### src/rtl/dmem_lsu.sv
// dmem_lsu: load/store unit driving a word-addressed data memory with a
// combinational read port and a synchronous write port.
// Byte-addressed RV32I loads/stores arrive over a valid/ready handshake.
// Sub-word stores are done as read-modify-write. Loads are extracted and
// sign/zero-extended into a registered response.
// Optional feature macro: DMEM_LSU_MISALIGN_TRAP_EN
//   defined   -> misaligned H/HU/W accesses are reported through rsp_err
//   undefined -> misaligned addresses are aligned down and the access proceeds
module dmem_lsu #(
   parameter int XLEN       = 32,
   parameter int DMEM_WORDS = 1024
) (
   input  logic            clk,
   input  logic            rst_n,
   input  logic            req_valid,
   output logic            req_ready,
   input  logic            req_we,
   input  logic [2:0]      req_funct3,
   input  logic [XLEN-1:0] req_addr,
   input  logic [XLEN-1:0] req_wdata,
   output logic            rsp_valid,
   input  logic            rsp_ready,
   output logic [XLEN-1:0] rsp_rdata,
   output logic            rsp_err,
   output logic            busy,
   output logic [XLEN-1:0] dmem_addr,
   output logic [XLEN-1:0] dmem_wdata,
   input  logic [XLEN-1:0] dmem_rdata,
   output logic            dmem_we
);

   typedef enum logic [1:0] {IDLE, EXEC, WRITE, DONE} state_t;

   state_t          state;
   logic            cap_we;
   logic [2:0]      cap_funct3;
   logic [1:0]      cap_off;
   logic [15:0]     cap_wdata_lo;

   logic            funct3_bad;
   logic            out_of_range;
   logic            req_err;
   logic [XLEN-1:0] acc_addr;
   logic [XLEN-1:0] shifted;
   logic [XLEN-1:0] load_data;
   logic [XLEN-1:0] merged_word;

   assign req_ready    = (state == IDLE);
   assign funct3_bad   = (req_funct3 == 3'b011) || (req_funct3 == 3'b110) ||
                         (req_funct3 == 3'b111);
   assign out_of_range = ({2'b00, req_addr[XLEN-1:2]} >= XLEN'(DMEM_WORDS));

`ifdef DMEM_LSU_MISALIGN_TRAP_EN
   logic misaligned;

   // Classify the incoming request; misaligned halves/words are errors.
   always_comb begin
      acc_addr = req_addr;
      case (req_funct3[1:0])
         2'b01:   misaligned = req_addr[0];
         2'b10:   misaligned = |req_addr[1:0];
         default: misaligned = 1'b0;
      endcase
      req_err = funct3_bad || out_of_range || misaligned;
   end
`else
   // Classify the incoming request; misaligned halves/words are aligned down.
   always_comb begin
      acc_addr = req_addr;
      case (req_funct3[1:0])
         2'b01:   acc_addr[0]   = 1'b0;
         2'b10:   acc_addr[1:0] = 2'b00;
         default: acc_addr      = req_addr;
      endcase
      req_err = funct3_bad || out_of_range;
   end
`endif

   // Pick the addressed byte/half out of the memory word and extend it.
   always_comb begin
      shifted = dmem_rdata >> {cap_off, 3'b000};
      case (cap_funct3)
         3'b000:  load_data = {{(XLEN-8){shifted[7]}}, shifted[7:0]};
         3'b001:  load_data = {{(XLEN-16){shifted[15]}}, shifted[15:0]};
         3'b100:  load_data = {{(XLEN-8){1'b0}}, shifted[7:0]};
         3'b101:  load_data = {{(XLEN-16){1'b0}}, shifted[15:0]};
         default: load_data = shifted;
      endcase
   end

   // Build the read-modify-write word for byte and half stores.
   always_comb begin
      merged_word = dmem_rdata;
      if (cap_funct3[1:0] == 2'b00)
         merged_word[{cap_off, 3'b000} +: 8] = cap_wdata_lo[7:0];
      else
         merged_word[{cap_off[1], 4'b0000} +: 16] = cap_wdata_lo;
   end

   // Control FSM; every memory and response output is registered here so
   // dmem_we can only pulse for one cycle and reset kills it at once.
   always_ff @(posedge clk or negedge rst_n) begin
      if (!rst_n) begin
         state        <= IDLE;
         cap_we       <= 1'b0;
         cap_funct3   <= 3'b000;
         cap_off      <= 2'b00;
         cap_wdata_lo <= '0;
         rsp_valid    <= 1'b0;
         rsp_err      <= 1'b0;
         rsp_rdata    <= '0;
         busy         <= 1'b0;
         dmem_addr    <= '0;
         dmem_wdata   <= '0;
         dmem_we      <= 1'b0;
      end else begin
         dmem_we <= 1'b0;
         case (state)
            IDLE: begin
               if (req_valid) begin
                  cap_we       <= req_we;
                  cap_funct3   <= req_funct3;
                  cap_off      <= acc_addr[1:0];
                  cap_wdata_lo <= req_wdata[15:0];
                  busy         <= 1'b1;
                  rsp_rdata    <= '0;
                  if (req_err) begin
                     rsp_err   <= 1'b1;
                     rsp_valid <= 1'b1;
                     state     <= DONE;
                  end else begin
                     rsp_err   <= 1'b0;
                     dmem_addr <= {2'b00, acc_addr[XLEN-1:2]};
                     state     <= EXEC;
                     if (req_we && (req_funct3[1:0] == 2'b10)) begin
                        dmem_we    <= 1'b1;
                        dmem_wdata <= req_wdata;
                     end
                  end
               end
            end
            EXEC: begin
               if (cap_we) begin
                  if (cap_funct3[1:0] == 2'b10) begin
                     rsp_valid <= 1'b1;
                     state     <= DONE;
                  end else begin
                     dmem_wdata <= merged_word;
                     dmem_we    <= 1'b1;
                     state      <= WRITE;
                  end
               end else begin
                  rsp_rdata <= load_data;
                  rsp_valid <= 1'b1;
                  state     <= DONE;
               end
            end
            WRITE: begin
               rsp_valid <= 1'b1;
               state     <= DONE;
            end
            DONE: begin
               if (rsp_ready) begin
                  rsp_valid <= 1'b0;
                  busy      <= 1'b0;
                  state     <= IDLE;
               end
            end
            default: state <= IDLE;
         endcase
      end
   end

endmodule

### config.mk
export PLATFORM = sky130hd
export DESIGN_NAME = dmem_lsu
export DESIGN_NICKNAME = d
export VERILOG_FILES = /design/src/rtl/dmem_lsu.sv
export SDC_FILE = /design/constraint.sdc
export NUM_CORES = 1
export LEC_CHECK = 0
export ABC_AREA = 1
export BUFFER_PORTS_ARGS = -buffer_cell sky130_fd_sc_hd__buf_2
export CORE_MARGIN = 8
export CORE_UTILIZATION = 35
export CTS_BUF_LIST = sky130_fd_sc_hd__clkbuf_2
export CTS_CLUSTER_DIAMETER = 30
export DETAILED_ROUTE_END_ITERATION = 8
export GPL_TIMING_DRIVEN = 0
export MAX_ROUTING_LAYER = met4
export PLACE_DENSITY = 0.58
export SLEW_MARGIN = 25
export SYNTH_ARGS = -nofsm -noshare
export SYNTH_HDL_FRONTEND = slang
export SYNTH_SLANG_ARGS = --single-unit
### constraint.sdc
create_clock -name clk -period 5.25 [get_ports clk]
set_input_delay 0.525 -clock clk [delete_from_list [all_inputs] [get_ports clk]]
set_output_delay 0.525 -clock clk [all_outputs]
set_load 0.03 [all_outputs]
==> results.md, run 1 <==
CTS:
- At the later pin of the worst-skew pair, clock insertion delay measures roughly 730 ps.
- The number of buffers added by the clock tree synthesis step is 17.
- The buffer depth of the longest clock path is 2.
- Once the clock tree was built, the setup fixing pass inserted 0 buffers.
- The cell at the root of the clock tree is clkbuf_2.
- The clock-pin slew on the worst setup and hold paths is 210 ps.
- CTS saw 122 sinks.
- TritonCTS built the clock tree.
- The number of buffers inserted for hold repair after clock tree synthesis is 33.
- The post-cts repair resize count is 0.
- The H-tree depth reported by CTS is 4.

Placed design:
- Counting tap cells, the placed design contains a total of roughly 1700 instances.
- The placed standard-cell area is slightly below 9000 um^2.
- In this run the tool buffered the top-level ports with about 200 buffer cells.
- The final weighted congestion in routability-driven placement is 0.934.
- The HPWL after detailed placement is between 20 and 25 mm.
- OpenSTA, run right after detailed placement, puts the worst setup slack at ~2500 ps.

Floorplanning:
- The die is 162 um tall.
- After floorplanning, the core was sized to cover approximately 21000 um^2.
- The overall die width is ~160 um.
- The total die area is roughly 26000 um^2.
- The count of boundary I/O pins is 205.
- The effective utilization at floorplan is 35.5%.
- The floorplan has 53 rows.

Logic synthesis:
- The Yosys warning count is 0.
- The instance count of the mapped netlist is between 1000 and 1500.
- The number of different library cells in the post-synthesis netlist is 27.
- For this run, the register share of the synthesized area comes to between 40% and 50%.
- The mean area per synthesized cell is roughly 6.4 um^2.
- The mapped netlist covers roughly 7400 um^2.
- Counting flops and latches in the post-synthesis netlist gives 122.

Drt:
- The total number of vias is about 8000.
- The number of nets with antenna violations after detailed routing is 0.
- Using the TritonRoute via totals, the vias-per-cell ratio works out to 4.67.
- The final routed DRC violation total is 0.
- In the final routed layout, each cell accounts on average for about 16 um.
- Wires add up to approximately 27 mm.
- In this run, the number of DRC markers left after iteration 0 of detailed routing was 599.
- The number of search-and-repair iterations in the first detailed-routing pass is 5.

Global route:
- The first global-routing pass estimated about 42 mm of wire.
- The initial antenna violation count is 7.
- The number of global-route vias before repair is around 7800.
- The total global-route track usage is 21.2%.
- The overflow left after global routing is 0.
- Entering global routing, the biggest net connects 79 pins.

Layout:
- The storage element area is around 3100 um^2.
- From synthesis to final layout, the design area changed by 26.9%.
- Summing all multi-input logic gate instances after layout gives approximately 3600 um^2.
- The leading cell type in the layout, fill and taps excluded is nand2_1.
- The fraction of layout instances using a drive strength above 1 is between 10% and 20%.
- The non-filler instance count after layout is about 1700.
- In the layout the commonest cells are nand2_1, buf_2, inv_1.
- The final-layout fill cell count is ~2300.
- Once layout is done, the placed cells without fillers occupy 9450 um^2.
- After the last flow step, the layout net total stands at 1542.

Worst setup path:
- Walking the worst path, the cells encountered are buf_2 > inv_1 > buf_2 > buf_2 > ha_1 > clkbuf_1 > nand2_1 > inv_1 > nand3_1 > nand2_1 > nand3_1 > nand2_1 > nand3_1 > nand2_1.
- At the worst endpoint, the required time is ~6000 ps.
- By instance count, the cell type seen most on the critical path is nand2_1.
- The arrival time at the worst endpoint is about 3500 ps.
- The top fanout value on the critical path is 12.
- Among all stages on the critical path, the largest delay is contributed by dfrtp_1.
- The worst setup path is of the reg2reg kind.
- The endpoint type of the worst setup path is a flip-flop.
- The element type at the critical path start is a flip-flop.
- For this run, the slowest stage of the critical path takes between 400 and 500 ps.

STA:
- The final max-slew violation count is 0.
- Setup repair after global routing left no endpoint under its margin.
- At the pin with the least slew margin, the transition time is 603 ps.
- Setup slack closes at 2480 ps.
- Setup total negative slack on the finished layout was measured at 0 ps.
- The relative slew slack is about 60%.
- Setup violations remaining at the end of the flow were counted as 0.
- The number of endpoints with negative hold slack in the final report was 0.
- The clock period could shrink to 2770 ps.
- The final worst clock skew is 19.0 ps.
- The achievable frequency is approximately 360 MHz.
- After layout, the worst path uses 52.8% of the clock period.

Pwr:
- Across the VDD grid, the largest voltage drop is about 0.00022 V.
- The power density of the placed cells is 549 nW/um^2.
- The leakage power of the design is ~5.6 nW.

Status:
- The run finished with clean final reports.

Flow run:
- The max-capacitance violation count is 0.

Hold path:
- The tightest min-delay check is of the in2reg type.
## path summary, 6_finish.rpt
path                                            start                          end  cells past startpoint  slack (ps)
setup / recovery               cap_off[1]$_DFFE_PN0P_    dmem_wdata[7]$_DFFE_PN0P_                     14        2480
min in group asynchronous                       rst_n     rsp_rdata[6]$_DFFE_PN0P_                      2         230
hold reg to reg            dmem_wdata[26]$_DFFE_PN0P_   dmem_wdata[26]$_DFFE_PN0P_                      2         490
setup reg to reg               cap_off[1]$_DFFE_PN0P_    dmem_wdata[7]$_DFFE_PN0P_                     14        2480
max in group asynchronous                       rst_n  cap_wdata_lo[8]$_DFFE_PN0P_                      3        4290
hold / removal                          req_wdata[16]   dmem_wdata[16]$_DFFE_PN0P_                      5         100
## cells by family (layout without fill, tap and decap cells)
logic type,count (synthesis),after routing,share of synthesized area [%]
other,1,9,0.0504
buffers and inverters,195,464,10.8
AO/OA/AOI/OAI,89,89,6.13
AND/OR/NAND/NOR,754,754,40.3
adder cells (fa/ha/maj),10,10,1.68
flip-flops,122,122,41.0
## critical path: cells and delay by family (launching register included)
family        cells  cell delay [ps]
buf+inv           6             1430
fa+ha+maj         1              190
flops             1              460
simple gates      7              630
## flip-flops by register name (all words and copies together) (netlist names)
register      cells
dmem_wdata       32
rsp_rdata        32
dmem_addr        30
cap_wdata_lo     16
cap_funct3        3
cap_off           2
state             2
busy              1
cap_we            1
dmem_we           1
rsp_err           1
rsp_valid         1
## stage by stage
| stage | hold slack, ps | util (%) | total power, W |
|---|---|---|---|
| final | 101 | 45.1 | 0.00519 |
| after global routing | 21.1 | 45.1 | 0.00567 |
| after global placement | 450 | 42.0 | 0.00451 |
| after CTS | 11.5 | 45.0 | 0.00522 |
| after detailed placement | 441 | 42.2 | 0.00454 |
| after floorplan | 229 | - | 0.00359 |
## Yosys cell counts (all sizes together)
cell type,n,area [um^2]
nor3,1,16.3
clkinv,1,3.75
nand3,110,561
o211ai,1,7.51
nand3b,1,7.51
o21bai,1,7.51
nand4,2,12.5
o22ai,1,6.26
a31oi,1,6.26
nand2,542,2040
clkbuf,17,63.8
inv,130,488
dfrtp,122,3050
ha,10,125
conb,1,3.75
buf,47,249
nor2,97,364
or2,1,6.26
o21ai,42,214
a21oi,43,215
## per-layer routing
metal | GRT usage [%] | wire length [um] | vias to the layer above
li1 | - | - | 4095
met1 | 27.8 | 12400 | 3665
met2 | 31.4 | 12100 | 248
met3 | 5.37 | 1860 | 37
met4 | 6.99 | 607 | 0
met5 | - | 0 | -
## power by group
group / internal [W] / switching [W] / total (W) / leakage, nW
sequential: 0.00121 / 0.000220 / 0.00143 / 1.45
clock: 0.000228 / 0.000423 / 0.000651 / 0.136
combinational: 0.000929 / 0.00218 / 0.00311 / 4.05
total: 0.00237 / 0.00282 / 0.00519 / 5.64
## final cells by class
type | instances | share of cell area (%)
diodes | 7 | 0.185
plain buffers | 64 | 3.31
clock buffers | 17 | 0.900
clock inverters | 15 | 1.76
inverters | 131 | 5.20
multi-input cells | 855 | 38.0
flip-flops and latches | 122 | 32.3
well taps | 275 | 3.64
repair buffers | 237 | 14.7
(Power assumes the default switching activity.)
==> run 2, diff against run 1 <==
==> constraint.sdc (replaced) <==
create_clock -name clk -period 2.8 [get_ports clk]
set_input_delay 0.28 -clock clk [delete_from_list [all_inputs] [get_ports clk]]
set_output_delay 0.28 -clock clk [all_outputs]
set_load 0.03 [all_outputs]
==> run 2 against run 1 <==
Against the previous run: die area unchanged; power up 90%; count of clock-buffer cells in the layout is the same; via count up 2.1%; routed wire length is 1.8% higher; non-clock buffer count grew 33; setup slack worse by 2300 ps; sequential share of layout area shrank 1.2 points; final cell count increased by 1.9%; clock power rose by 87%; final area is 3.9% higher; first-iteration DRC count grew 3.0%.
==> results.md, run 2 (same netlist as run 1, synthesis figures left out) <==
CTS:
- The clock tree from TritonCTS was done (unchanged).
- The buffer depth of the longest clock path is 2 (unchanged).
- The cell at the root of the clock tree is clkbuf_2 (unchanged).
- The H-tree depth reported by CTS is 4 (unchanged).
- The clock-pin slew on the worst setup and hold paths came to 220 ps (was 210 ps).
- The number of buffers added by the clock tree synthesis step is 17 (unchanged).
- The number of sinks driven by the clock tree came to 122 (unchanged).
- The latest clock arrival within the worst-skew pair was 730 ps (about the same).

Floorplanning:
- The height of the die is 162 um (unchanged).
- The number of standard-cell rows in the floorplan is 53 (unchanged).
- The effective utilization at floorplan is 35.5% (unchanged).
- The total die area came to 26200 um^2 (unchanged).
- The area inside the core boundary was 21000 um^2 (unchanged).
- The count of boundary I/O pins came to 205 (unchanged).
- The overall die width is 162 um (unchanged).

Drt:
- The highest layer used for signal routing is met4 (unchanged).
- The total number of vias is 8211 (was 8045).
- The routed length on met2 is 12.5 mm (was 12.1 mm).
- The number of vias per cell after detailed routing is 4.68 (was 4.67).
- The first-iteration detailed-routing DRC count is 617 (was 599).
- The final routed DRC violation total is 0 (unchanged).
- The met3 wire length is 1.84 mm (was 1.86 mm).
- The number of nets with antenna violations after detailed routing is 0 (unchanged).
- The number of search-and-repair iterations in the first detailed-routing pass is 5 (unchanged).
- The routed length on met1 is 12.6 mm (was 12.4 mm).
- The total wire length after detailed routing is 27.5 mm (was 27.1 mm).
- The mean routed wirelength per cell came to 15.7 um (about the same).

STA:
- The post-layout minimum cycle time is 2630 ps (was 2770 ps).
- The final max-slew violation count came to 0 (unchanged).
- The relative slew slack is 58.7% (was 59.6%).
- The transition time at the pin with the least slew margin is 620 ps (was 603 ps).
- The worst-case hold slack is 67.3 ps (was 101 ps).
- The achievable frequency is 381 MHz (was 361 MHz).
- The number of failing setup endpoints in the final timing report is 0 (unchanged).
- The share of the clock period used by the worst path is 93.8% (was 52.8%).
- The final worst clock skew came to 13.8 ps (was 19.0 ps).
- The number of endpoints with negative hold slack in the final report is 0 (unchanged).
- Unrepaired setup endpoints after global routing: false (unchanged).

Placed design:
- The placed standard-cell area came to 8840 um^2 (unchanged).
- The final weighted congestion in routability-driven placement came to 0.934 (unchanged).
- The count of input and output buffers was 202 (unchanged).
- The HPWL after detailed placement is 21.2 mm (unchanged).

Worst setup path:
- The top fanout value on the critical path is 9 (was 12).
- The critical path class was reg2reg (unchanged).
- The buffers plus inverters on the worst setup path is 4 (was 6).
- The endpoint type of the worst setup path was a flip-flop (unchanged).
- The required time at the endpoint of the critical path was 3450 ps (was 5930 ps).
- The cell with the largest stage delay on the worst path is dlygate4sd3_1 (was dfrtp_1).
- The arrival time at the worst endpoint was 3280 ps (was 3450 ps).
- The critical path's top delay family was buffers and inverters (unchanged).
- Cell chain of the critical path: inv_1 > ha_2 > nand2_1 > nor2_1 > nand2_1 > dlygate4sd3_1 > nand2_1 > dlygate4sd3_1 > inv_1 (was buf_2 > inv_1 > buf_2 > buf_2 > ha_1 > clkbuf_1 > nand2_1 > inv_1 > nand3_1 > nand2_1 > nand3_1 > nand2_1 > nand3_1 > nand2_1).
- The most numerous cell on the critical path is nand2_1 (unchanged).
- The peak per-stage delay on the critical path was 560 ps (was 460 ps).
- The element type at the critical path start is a flip-flop (unchanged).

Global route:
- The initial antenna violation count is 6 (was 7).
- The global-route wire length before repair is 43.3 mm (was 42.4 mm).
- The pin count of the biggest net entering global routing was 79 (unchanged).
- The total global-route track usage is 21.5% (was 21.2%).
- The number of global-route vias before repair was 7991 (was 7771).
- The overflow left after global routing was 0 (unchanged).

Layout:
- The final non-filler cell area is 9820 um^2 (was 9450 um^2).
- Registers with the highest flip-flop counts: dmem_wdata: 32 flops, rsp_rdata: 32 flops, dmem_addr: 30 flops (unchanged).
- The post-layout net count is 1575 (was 1542).
- Commonest cells after routing, fill and taps aside: nand2_1, buf_2, inv_1 (unchanged).
- The final-layout fill cell count is 2272 (was 2303).
- The fraction of layout instances using a drive strength above 1 is 19.9% (was 19.8%).
- The leading cell type in the layout, fill and taps excluded was nand2_1 (unchanged).
- The area overhead of the layout relative to synthesis is 31.9% (was 26.9%).

Pwr:
- The power density of the placed cells is 1000 nW/um^2 (was 549 nW/um^2).
- The leakage power of the design is 5.78 nW (was 5.64 nW).
- The peak supply drop came to 0.000417 V (was 0.000222 V).

Flow run:
- The max-capacitance violation count was 0 (unchanged).

Status:
- Status: complete, no violations (unchanged).

Hold path:
- The worst min-delay path class was in2reg (unchanged).
## run 2: final timing paths
kind / to / start / slack (ps) / depth (start not counted)
max reg2reg: dmem_addr[0]$_DFFE_PN0P_ / state[0]$_DFFE_PN0P_ / 170 / 9
max in group asynchronous: cap_wdata_lo[8]$_DFFE_PN0P_ / rst_n / 2320 / 3
min in group asynchronous: rsp_rdata[2]$_DFFE_PN0P_ / rst_n / 80 / 3
min reg2reg: dmem_wdata[28]$_DFFE_PN0P_ / dmem_wdata[28]$_DFFE_PN0P_ / 490 / 2
max: dmem_addr[0]$_DFFE_PN0P_ / state[0]$_DFFE_PN0P_ / 170 / 9
min: rsp_rdata[28]$_DFFE_PN0P_ / dmem_rdata[28] / 70 / 7
## run 2: through the flow
step	total power (W)	std cells	TNS, ps	setup WS, ps	utilization (%)
global route	0.0107	1755	0	11.1	46.9
finish	0.00984	1755	0	172	46.9
global placement	0.00846	1649	-28290	-247	42.0
CTS	0.00984	1748	0	23.0	46.6
detailed placement	0.00851	1650	0	85.9	42.2
floorplan	0.00672	1172	0	705	-
## run 2: area by class of cell
type / instances / area [um^2] / area share, %
multi-input combinational: 855 / 3600 / 36.7
sequential: 122 / 3050 / 31.1
timing repair buffer: 271 / 1740 / 17.8
inverter: 131 / 495 / 5.04
tap: 275 / 344 / 3.50
buffer: 63 / 317 / 3.22
clock inverter: 15 / 166 / 1.69
clock buffer: 17 / 85.1 / 0.866
antenna: 6 / 15.0 / 0.153
## run 2: worst register-to-register path, stage by stage (launching register included)
cell and delay, ps:
dfrtp_1 470, inv_1 100, ha_2 290, nand2_1 160, nor2_1 270, nand2_1 70, dlygate4sd3_1 560, nand2_1 60
dlygate4sd3_1 550, inv_1 40
## run 2: routing by layer
metal | track usage, % | vias to the layer above
li1 | - | 4160
met5 | - | -
met2 | 32.4 | 257
met4 | 7.28 | 0
met1 | 27.8 | 3754
met3 | 5.67 | 40
## run 2: where the power goes
part / switching (W) / total, W / internal [W]
logic: 0.00412 / 0.00593 / 0.00181
registers: 0.000412 / 0.00269 / 0.00228
clock network: 0.000794 / 0.00122 / 0.000427
total: 0.00532 / 0.00984 / 0.00452
## run 2: timing repair
action | CTS | global route
setup endpoints to repair | 0 | 26
hold buffers | 66 | 1
gates resized for setup | 0 | 8
hold endpoints to repair | 195 | 1
buffers inserted | 0 | 1
==> run 3, diff against run 2 <==
--- a/config.mk
+++ b/config.mk
@@ -5,16 +5,15 @@
 export SDC_FILE = /design/constraint.sdc
 export NUM_CORES = 1
 export LEC_CHECK = 0
-export ABC_AREA = 1
 export BUFFER_PORTS_ARGS = -buffer_cell sky130_fd_sc_hd__buf_2
 export CORE_MARGIN = 8
-export CORE_UTILIZATION = 35
+export CORE_UTILIZATION = 48
 export CTS_BUF_LIST = sky130_fd_sc_hd__clkbuf_2
 export CTS_CLUSTER_DIAMETER = 30
 export DETAILED_ROUTE_END_ITERATION = 8
 export GPL_TIMING_DRIVEN = 0
 export MAX_ROUTING_LAYER = met4
-export PLACE_DENSITY = 0.58
+export PLACE_DENSITY = 0.8
 export SLEW_MARGIN = 25
 export SYNTH_ARGS = -nofsm -noshare
 export SYNTH_HDL_FRONTEND = slang
==> constraint.sdc (replaced) <==
create_clock -name clk -period 2.2 [get_ports clk]
set_input_delay 0.22 -clock clk [delete_from_list [all_inputs] [get_ports clk]]
set_output_delay 0.22 -clock clk [all_outputs]
set_load 0.03 [all_outputs]
==> run 3 against run 2 <==
Against the previous run: largest cell class unchanged; combinational power rose by 16%; utilization rose by 25 points; clock skew rose by 16 ps; critical path depth fell by 3; sequential power rose by 32%; maximum frequency rose by 22%; synthesized cell count fell by 53%; setup slack got worse by 130 ps; highest routed layer unchanged; clock power rose by 20%.
==> results.md, run 3 <==
Global route:
- The number of global-route vias before repair is 6473 (was 7991).
- The global-route wire length before repair is 34.8 mm (was 43.3 mm).
- The overflow left after global routing is 0 (unchanged).
- The initial antenna violation count is 0 (was 6).
- The pin count of the biggest net entering global routing is 78 (was 79).
- The total global-route track usage is 27.7% (was 21.5%).

STA:
- The transition time at the pin with the least slew margin is 780 ps (was 620 ps).
- Unrepaired setup endpoints after global routing: true (was false).
- The final max-slew violation count is 0 (unchanged).
- The final sum of negative setup slack is 0 ps (unchanged).
- The post-layout minimum cycle time was 2160 ps (was 2630 ps).
- The number of failing setup endpoints in the final timing report came to 0 (unchanged).
- The final worst clock skew is 29.9 ps (was 13.8 ps).
- The achievable frequency came to 463 MHz (was 381 MHz).
- The relative slew slack is 48.0% (was 58.7%).
- The number of endpoints with negative hold slack in the final report was 0 (unchanged).
- The slack of the critical path is 39.6 ps (was 172 ps).
- The share of the clock period used by the worst path came to 98.2% (was 93.8%).

Drt:
- The first-iteration detailed-routing DRC count is 488 (was 617).
- The total number of vias was 6093 (was 8211).
- The final routed DRC violation total was 0 (unchanged).
- The mean routed wirelength per cell is 21.4 um (was 15.7 um).
- The number of nets with antenna violations after detailed routing is 0 (unchanged).
- The total wire length after detailed routing came to 22.8 mm (was 27.5 mm).
- The number of vias per cell after detailed routing was 5.72 (was 4.68).
- The number of search-and-repair iterations in the first detailed-routing pass is 5 (unchanged).

Logic synthesis:
- The Yosys warning count is 0 (unchanged).
- The top cell type's share of synthesized area came to 48.7% (was 41.0%).
- The instance count of the mapped netlist is 555 (was 1171).
- The netlist area before placement is 6270 um^2 (was 7450 um^2).
- Synth top area cells: dfrtp_1, mux2_2, mux2_4 (was dfrtp_1, nand2_1, nand3_1).
- The proportion of synthesized chip area in sequential cells is 48.7% (was 41.0%).
- Top post-synthesis cells by count: dfrtp_1, o21ai_0, mux2_2, nor2_1, nand2_1 (was nand2_1, inv_1, dfrtp_1, nand3_1, nor2_1).
- The cell taking the most area after synthesis is dfrtp_1 (unchanged).
- The count of flip-flops with a built-in enable after synthesis came to 0 (unchanged).
- The total of flip-flops plus latches after synthesis is 122 (unchanged).
- The most frequently used cell type in the post-synthesis netlist is dfrtp_1 (was nand2_1).
- The proportion of synthesized flip-flops having asynchronous set or reset is 100% (unchanged).
- The prevailing post-synth register cell is dfrtp_1 (unchanged).
- The number of different library cells in the post-synthesis netlist is 45 (was 27).
- The mean area per synthesized cell is 11.3 um^2 (was 6.36 um^2).

CTS:
- The number of buffers added by the clock tree synthesis step came to 17 (unchanged).
- The cell at the root of the clock tree is clkbuf_2 (unchanged).
- The clock tree from TritonCTS is done (unchanged).
- The latest clock arrival within the worst-skew pair came to 710 ps (was 730 ps).
- The number of sinks driven by the clock tree is 122 (unchanged).
- The buffer depth of the longest clock path is 2 (unchanged).
- The clock-pin slew on the worst setup and hold paths came to 180 ps (was 220 ps).
- The H-tree depth reported by CTS is 4 (unchanged).

Worst setup path:
- The endpoint type of the worst setup path was a flip-flop (unchanged).
- The required time at the endpoint of the critical path is 2790 ps (was 3450 ps).
- The setup slack of the worst register-to-register path is 40 ps (was 170 ps).
- The arrival time at the worst endpoint is 2750 ps (was 3280 ps).
- The top fanout value on the critical path is 10 (was 9).
- The critical path class was reg2reg (unchanged).
- The element type at the critical path start was a flip-flop (unchanged).

Pwr:
- The peak supply drop came to 0.000602 V (was 0.000417 V).
- The power density of the placed cells is 1310 nW/um^2 (was 1000 nW/um^2).
- The leakage power of the design is 4.48 nW (was 5.78 nW).

Floorplanning:
- The height of the die is 130 um (was 162 um).
- The count of boundary I/O pins came to 205 (unchanged).
- The number of standard-cell rows in the floorplan was 41 (was 53).
- The overall die width is 130 um (was 162 um).
- The total die area is 17000 um^2 (was 26200 um^2).
- The area inside the core boundary is 12700 um^2 (was 21000 um^2).
- The effective utilization at floorplan is 49.5% (was 35.5%).

Layout:
- The area overhead of the layout relative to synthesis is 45.0% (was 31.9%).
- The leading cell type in the layout, fill and taps excluded is buf_2 (was nand2_1).
- Commonest cells after routing, fill and taps aside: buf_2, dfrtp_1, dlygate4sd3_1 (was nand2_1, buf_2, inv_1).
- The storage element area is 3050 um^2 (unchanged).
- The non-filler instance count after layout came to 1065 (was 1755).
- Registers with the highest flip-flop counts: dmem_wdata: 32 flops, rsp_rdata: 32 flops, dmem_addr: 30 flops (unchanged).
- The post-layout net count is 996 (was 1575).
- The final core area utilization is 71.8% (was 46.9%).
- The multi-input gate area in the final layout is 3190 um^2 (was 3600 um^2).
- The final-layout fill cell count is 896 (was 2272).
- The fraction of layout instances using a drive strength above 1 is 44.8% (was 19.9%).
- The antenna diode count is 0 (was 6).

Status:
- Status: complete, no violations (unchanged).

Flow run:
- The max-capacitance violation count is 0 (unchanged).

Placed design:
- The placed cell count was 931 (was 1650).
- The final weighted congestion in routability-driven placement is 0.933 (was 0.934).
- The count of input and output buffers is 202 (unchanged).
- The HPWL after detailed placement is 16.1 mm (was 21.2 mm).
- The post-placement worst setup slack is -394 ps (was 85.9 ps).

Hold path:
- The worst min-delay path class is in2reg (unchanged).
-- run 3: per-layer routing --
layer | global-route usage [%] | share of wire, % | wire length (um) | vias to the layer above
met3 | 6.77 | 9.3 | 2110 | 58
met4 | 11.2 | 2.9 | 666 | 0
met5 | - | 0 | 0 | -
li1 | - | - | - | 2709
met2 | 43.5 | 47 | 10600 | 340
met1 | 33.9 | 41 | 9360 | 2986
-- run 3: repair_timing --
| action | 4_1_cts | 5_1_grt |
|---|---|---|
| hold buffers | 80 | 0 |
| gates resized for setup | 19 | 23 |
| endpoints found under the hold margin | 213 | 0 |
| pin swaps | 7 | 9 |
| buffers inserted | 14 | 12 |
| endpoints found under the setup margin | 88 | 56 |
| cloned | 1 | 0 |
-- run 3: path summary, 6_finish.rpt --
check | start | end | depth (start not counted)
worst max-delay path | cap_funct3[1]$_DFFE_PN0P_ | dmem_wdata[7]$_DFFE_PN0P_ | 6
worst min-delay path | dmem_rdata[14] | rsp_rdata[6]$_DFFE_PN0P_ | 5
worst max register to register | cap_funct3[1]$_DFFE_PN0P_ | dmem_wdata[7]$_DFFE_PN0P_ | 6
worst min register to register | rsp_rdata[13]$_DFFE_PN0P_ | rsp_rdata[13]$_DFFE_PN0P_ | 2
max in group asynchronous | rst_n | dmem_we$_DFF_PN0_ | 4
min in group asynchronous | rst_n | rsp_rdata[21]$_DFFE_PN0P_ | 4
-- run 3: where the power goes --
part	internal (W)	leakage (nW)	switching, W
logic	0.00289	2.76	0.00398
clock network	0.000632	0.147	0.000842
registers	0.00295	1.57	0.000613
total	0.00647	4.48	0.00543
-- run 3: final cells by class --
class                      count  area share (%)
buffer                        38            2.93
clock buffer                  21            1.16
clock inverter                 9            1.38
inverter                      10           0.633
multi-input combinational    384            35.1
sequential                   122            33.6
tap                          172            2.37
timing repair buffer         309            22.9
-- run 3: metrics by stage --
stage,hold WS [ps],cell area (um^2),total power (W)
finish,44.9,9100,0.0119
global route,29.0,9100,0.0125
CTS,1.32,8940,0.0115
detailed placement,177,7730,0.00973
global placement,452,7700,0.00953
floorplan,-75.6,6470,0.00799
-- run 3: cell families after synthesis --
| family | synth area share [%] |
|---|---|
| multiplexers | 17.8 |
| adder cells (fa/ha/maj) | 1.99 |
| buffers and inverters | 4.13 |
| other | 0.0598 |
| AO/OA/AOI/OAI | 18.4 |
| flip-flops | 48.7 |
| AND/OR/NAND/NOR | 8.95 |
-- run 3: critical path: stages (launching register included) --
cell and delay (ps):
dfrtp_1 490, nor2_1 250, buf_2 290, nor2_1 110
a41o_1 320, a221oi_1 470, o31ai_1 150
